==> src/rtl/uart_tx.sv <==
`timescale 1ns/1ps
// uart_tx -- 8-bit asynchronous serial transmitter (8N1, LSB first).
//
// Drains a dual-clock FIFO one byte per frame and drives the board TX pin.
// The FIFO read request is generated outside as
//   uart_en = (rdusedw != 0) && !send_sta_flg
// and this block starts a frame on the rising edge of uart_en. Raising the
// busy flag in that same edge makes uart_en drop after one cycle, so exactly
// one word is read per frame.
//
// Optional feature: define UART_PARITY_EN to insert an even-parity bit
// between the last data bit and the stop bit (11-bit frame).
//
// Parameters:
//   CLK_FREQ   sysclk_12 frequency in Hz
//   BAUD_RATE  line bit rate
//   BAUD_DIV   clocks per bit (integer truncation); must be >= 2
//
// Ports:
//   sysclk_12     in   sole clock, rising edge
//   i_rest        in   synchronous active-high reset; aborts any frame
//   paralle_data  in   FIFO q, valid one clock after the read edge
//   rdempty       in   FIFO read-side empty flag
//   uart_en       in   FIFO read request; its rising edge starts a frame
//   tx_data       out  serial line, idle high (registered)
//   send_sta_flg  out  busy flag, high for the whole frame (registered)
//
// Handshake: a request is accepted only in IDLE, on a clock where uart_en=1,
// uart_en was 0 on the previous clock, and rdempty=0. Acceptance raises
// send_sta_flg immediately; the byte is latched one clock later (LOAD), when
// the non-show-ahead FIFO has put it on paralle_data. Further edges on
// uart_en while busy are ignored.
//
// The FSM state is held in the internal signal 'state' (type state_t).

module uart_tx #(
  parameter int CLK_FREQ  = 12000000,
  parameter int BAUD_RATE = 115200,
  parameter int BAUD_DIV  = CLK_FREQ / BAUD_RATE
) (
  input  logic       sysclk_12,
  input  logic       i_rest,
  input  logic [7:0] paralle_data,
  input  logic       rdempty,
  input  logic       uart_en,
  output logic       tx_data,
  output logic       send_sta_flg
);

  localparam int CW = $clog2(BAUD_DIV);

`ifdef UART_PARITY_EN
  typedef enum logic [2:0] {
    S_IDLE   = 3'd0,
    S_LOAD   = 3'd1,
    S_START  = 3'd2,
    S_DATA   = 3'd3,
    S_PARITY = 3'd4,
    S_STOP   = 3'd5
  } state_t;
`else
  typedef enum logic [2:0] {
    S_IDLE  = 3'd0,
    S_LOAD  = 3'd1,
    S_START = 3'd2,
    S_DATA  = 3'd3,
    S_STOP  = 3'd5
  } state_t;
`endif

  state_t        state;
  state_t        state_nxt;
  logic [CW-1:0] baud_cnt;
  logic [CW-1:0] baud_nxt;
  logic [2:0]    bit_idx;
  logic [2:0]    bit_idx_nxt;
  logic [7:0]    data_reg;
  logic [7:0]    data_nxt;
  logic          en_d;
  logic          tx_nxt;
  logic          busy_nxt;
  logic          baud_last;

  assign baud_last = (baud_cnt == CW'(BAUD_DIV - 1));

  // Next-state and registered-output logic. tx_nxt is the level the line
  // takes after the coming edge, so every bit boundary loads the next level
  // in the same edge that changes state or bit index.
  always_comb begin
    state_nxt   = state;
    bit_idx_nxt = bit_idx;
    data_nxt    = data_reg;
    tx_nxt      = tx_data;
    busy_nxt    = send_sta_flg;
    case (state)
      S_IDLE: begin
        tx_nxt = 1'b1;
        if (uart_en && !en_d && !rdempty) begin
          state_nxt = S_LOAD;
          busy_nxt  = 1'b1;
        end
      end
      S_LOAD: begin
        // FIFO word is valid now, one clock after the read edge.
        data_nxt  = paralle_data;
        tx_nxt    = 1'b0;
        state_nxt = S_START;
      end
      S_START: begin
        if (baud_last) begin
          state_nxt   = S_DATA;
          bit_idx_nxt = 3'd0;
          tx_nxt      = data_reg[0];
        end
      end
      S_DATA: begin
        if (baud_last) begin
          if (bit_idx == 3'd7) begin
`ifdef UART_PARITY_EN
            state_nxt = S_PARITY;
            tx_nxt    = ^data_reg;
`else
            state_nxt = S_STOP;
            tx_nxt    = 1'b1;
`endif
          end else begin
            bit_idx_nxt = bit_idx + 3'd1;
            tx_nxt      = data_reg[bit_idx + 3'd1];
          end
        end
      end
`ifdef UART_PARITY_EN
      S_PARITY: begin
        if (baud_last) begin
          state_nxt = S_STOP;
          tx_nxt    = 1'b1;
        end
      end
`endif
      S_STOP: begin
        if (baud_last) begin
          state_nxt = S_IDLE;
          busy_nxt  = 1'b0;
        end
      end
      default: begin
        state_nxt = S_IDLE;
        tx_nxt    = 1'b1;
        busy_nxt  = 1'b0;
      end
    endcase
  end

  // Baud counter restarts on every state change, so each bit period is
  // exactly BAUD_DIV clocks measured from the edge that entered it.
  always_comb begin
    baud_nxt = baud_cnt + CW'(1);
    if ((state_nxt != state) || (state == S_IDLE) || baud_last) begin
      baud_nxt = '0;
    end
  end

  always_ff @(posedge sysclk_12) begin
    if (i_rest) begin
      state        <= S_IDLE;
      baud_cnt     <= '0;
      bit_idx      <= 3'd0;
      data_reg     <= 8'd0;
      en_d         <= 1'b0;
      tx_data      <= 1'b1;
      send_sta_flg <= 1'b0;
    end else begin
      state        <= state_nxt;
      baud_cnt     <= baud_nxt;
      bit_idx      <= bit_idx_nxt;
      data_reg     <= data_nxt;
      en_d         <= uart_en;
      tx_data      <= tx_nxt;
      send_sta_flg <= busy_nxt;
    end
  end

endmodule

==> config.mk <==
export PLATFORM = sky130hd
export DESIGN_NAME = uart_tx
export DESIGN_NICKNAME = d
export VERILOG_FILES = /design/src/rtl/uart_tx.sv
export SDC_FILE = /design/constraint.sdc
export NUM_CORES = 1
export LEC_CHECK = 0
export CAP_MARGIN = 15
export CORE_MARGIN = 2
export CORE_UTILIZATION = 57
export DETAILED_ROUTE_END_ITERATION = 10
export PLACE_DENSITY = 0.81
export RECOVER_POWER = 25
export SYNTH_ARGS = -nofsm -noshare
export SYNTH_HDL_FRONTEND = slang
export SYNTH_SLANG_ARGS = --single-unit
==> constraint.sdc <==
create_clock -name sysclk_12 -period 5.3 [get_ports sysclk_12]
set_input_delay 0.795 -clock sysclk_12 [delete_from_list [all_inputs] [get_ports sysclk_12]]
set_output_delay 0.795 -clock sysclk_12 [all_outputs]
set_load 0.01 [all_outputs]
==> results.md <==
* Sw Pwr at 0.0687 mW
* Most frequent cells in the layout: dfxtp_1 (24), nor2_1 (22), clkdlybuf4s50_1 (12), mux2i_1 (10), nand2_1 (7)
* Critical Path Start Type: input port
* Yosys warning total at 0
* DR pass1 iterations at 4
* Largest family of logic cells by synthesized area: simple AND/OR/NAND/NOR gates
* Maximum VDD drop at 0.000151 V
* Core footprint at 0.00192 mm2
* Fill cell count at 171
* Min-delay src: baud_cnt[0]
* Mapped Cells at 119
* FF-to-FF End: tx_data
* Power Density at 239 mW/mm2
* Max reg flops at 8
* Crit-path max FO at 21
* Setup-failing EPs final at 0
* Avg Inst Size Synth at 9.60 um2
* Flops & latches, synth at 24
* Fin crit period at 2.05 ns
* R2R cell count at 5
* Hold EP: baud_cnt[0]
* Post-synthesis mux area share at 13.7%
* Setup CP Type: in -> reg
* Post-synthesis simple-gate area fraction at 26.8%
* Seq pwr share at 60.5%
* DRT iter0 DRCs at 7
* Slew headroom at 53.6%
* Leakage power at 0.489 nW
* Most common cell after layout, fill and taps aside: dfxtp_1
* RSZ-0062 raised after global routing: false
* Final Max Slew Viols at 0
* Site Rows at 16
* DIE HEIGHT at 48.8 um
* Post-placement cell count at 153
* Post-DP HPWL at 1420 um
* P&R area growth vs syn at 14.7%
* Post-synthesis sequential area ratio at 42.1%
* Post-CTS setup buffer count at 0
* Fmax at 488 MHz
* Mapped Area at 0.00114 mm2
* Req. time, crit path at 5.55 ns
* Synth Flop Type: dfxtp_1
* Initial Utilization at 59.4%
* Sw frac at 22.0%
* Fin crit share at 38.7%
* Full die area at 0.00238 mm2
* Share of layout cells above drive strength 1 at 10.8%
* Number of synthesized flops with an enable pin at 0
* CTS tree: yes
* CTS root buffer: clkbuf_4
* Post-DRT Antenna Nets at 0
* Post-synth cell types at 36
* Status: completed
* Clk_lat worst skew at 0.30 ns
* Vias in the first global route at 805
* Comb power frac at 9.1%
* Clk sinks at 24
* Total power at 0.312 mW
* Reg2reg start: bit_idx[0]
* Fin Clk Skew at 0.00329 ns
* HP Class: reg -> reg
* GRT Util Overall at 17.4%
* R2R Setup Slk at 3.50 ns
* Via density per instance at 5.31
* Final hold viol count at 0
* Initial antenna violation count at 0
* Hold_buf cts at 0
* Asr flop ratio synth at 0%
* H-tree level count at 1
* Final std cells w/o fill at 157
* Crit end category: register
* Hold depth at 1
* Clk pin slew, worst setup/hold paths at 0.13 ns
* ANT cells at 0
* Port Buffers at 13
* Post-CTS Resized at 0
* Syn_nets at 134
* CP arrival at 2.30 ns
* Worst-Margin Slew at 0.694 ns
* GRT Residual Overflow at 0
* Compound-Gate Fraction of Synth Area at 7.12%
* Routability Congestion at 0.797
* Synth Area in Adders at 3.29%
* Nets@finish at 146
* Clock buffer depth at 2
* DRC Markers at 0
* Largest net degree at the start of global routing at 22
* Vias at 833
* Clock share of power at 30.4%
* Post-Route WL at 1880 um
* Chip Width at 48.8 um
* First-pass GRT wire length at 3330 um
* Num CTS Buffers at 3
* Max-Cap Viols at 0
* Internal power at 0.244 mW
* Wire per inst at 12.0 um
* TNS Setup at 0 ns
* Top Ports at 14
* Synth Area in XOR/XNOR at 3.83%
-- power groups by stage --
stage               logic (mW)  clock network [mW]  registers, mW
finish                  0.0284              0.0951          0.189
detailed placement      0.0288                   0          0.193
global placement        0.0282                   0          0.192
CTS                     0.0289              0.0977          0.189
global route            0.0316               0.104          0.190
floorplan               0.0169                   0          0.192
-- cells in the mapped netlist (all sizes together), types with 2 or more instances --
| master | count | share of area (%) |
|---|---|---|
| and3 | 3 | 1.6 |
| mux4 | 2 | 3.9 |
| nand2 | 7 | 2.3 |
| nand3 | 4 | 1.8 |
| nand2b | 2 | 1.1 |
| o21ai | 4 | 1.8 |
| nor3 | 2 | 0.88 |
| or3 | 3 | 1.6 |
| dfxtp | 24 | 42 |
| a21oi | 5 | 2.5 |
| buf | 3 | 1.9 |
| nor2 | 23 | 8.2 |
| ha | 3 | 3.3 |
| mux2i | 10 | 8.8 |
| and2 | 2 | 1.3 |
| xor2 | 3 | 2.3 |
| clkbuf | 3 | 0.99 |
| xnor2 | 2 | 1.5 |
| nor2b | 3 | 2.3 |
-- critical path, stage by stage --
cell and delay [ns]:
dlygate4sd3_1 0.80, or3_1 0.57, nor2_1 0.14
-- final cells by class --
cell class              count  area (um2)  area share [%]
clock buffers               4        36.3            2.77
inverters                   1        3.75           0.287
multi-input cells          88         626            47.8
flip-flops and latches     24         480            36.7
well taps                  27        33.8            2.58
repair buffers             13         130            9.93
-- per-stage QoR --
| step | hold WS (ns) | utilization [%] | worst slack, ns | area [um2] |
|---|---|---|---|---|
| after floorplan | 0.417 | - | 3.60 | 1140 |
| after global placement | 0.427 | 66.3 | 2.93 | 1270 |
| after detailed placement | 0.446 | 66.3 | 2.91 | 1270 |
| after CTS | 0.464 | 68.2 | 3.23 | 1310 |
| after global routing | 0.485 | 68.2 | 3.17 | 1310 |
| final | 0.462 | 68.2 | 3.25 | 1310 |
-- kinds of logic (layout without fill, tap and decap cells) --
logic type	count (synthesis)	in the layout
DFF	24	24
and+or+nand+nor	54	54
adders and majority gates	3	3
muxes	13	13
AOI/OAI and AO/OA	13	13
xor gates and xnor gates	5	5
buffers and inverters	7	18
-- layer usage --
layer	global-route usage [%]	wire length, um
met1	22.2	896
met3	2.78	50
met5	0	0
met4	2.86	0
met2	31.3	931
-- worst max-delay path by stage --
stage | start | end | slack (ns) | cells after the start
floorplan | bit_idx[0] | tx_data | 3.60 | 5
global placement | i_rest | baud_cnt[3] | 2.93 | 3
detailed placement | i_rest | baud_cnt[5] | 2.91 | 3
CTS | i_rest | baud_cnt[5] | 3.23 | 3
global route | i_rest | baud_cnt[2] | 3.17 | 3
finish | i_rest | baud_cnt[4] | 3.25 | 3
No activity file was read; power rests on OpenSTA's default activity.
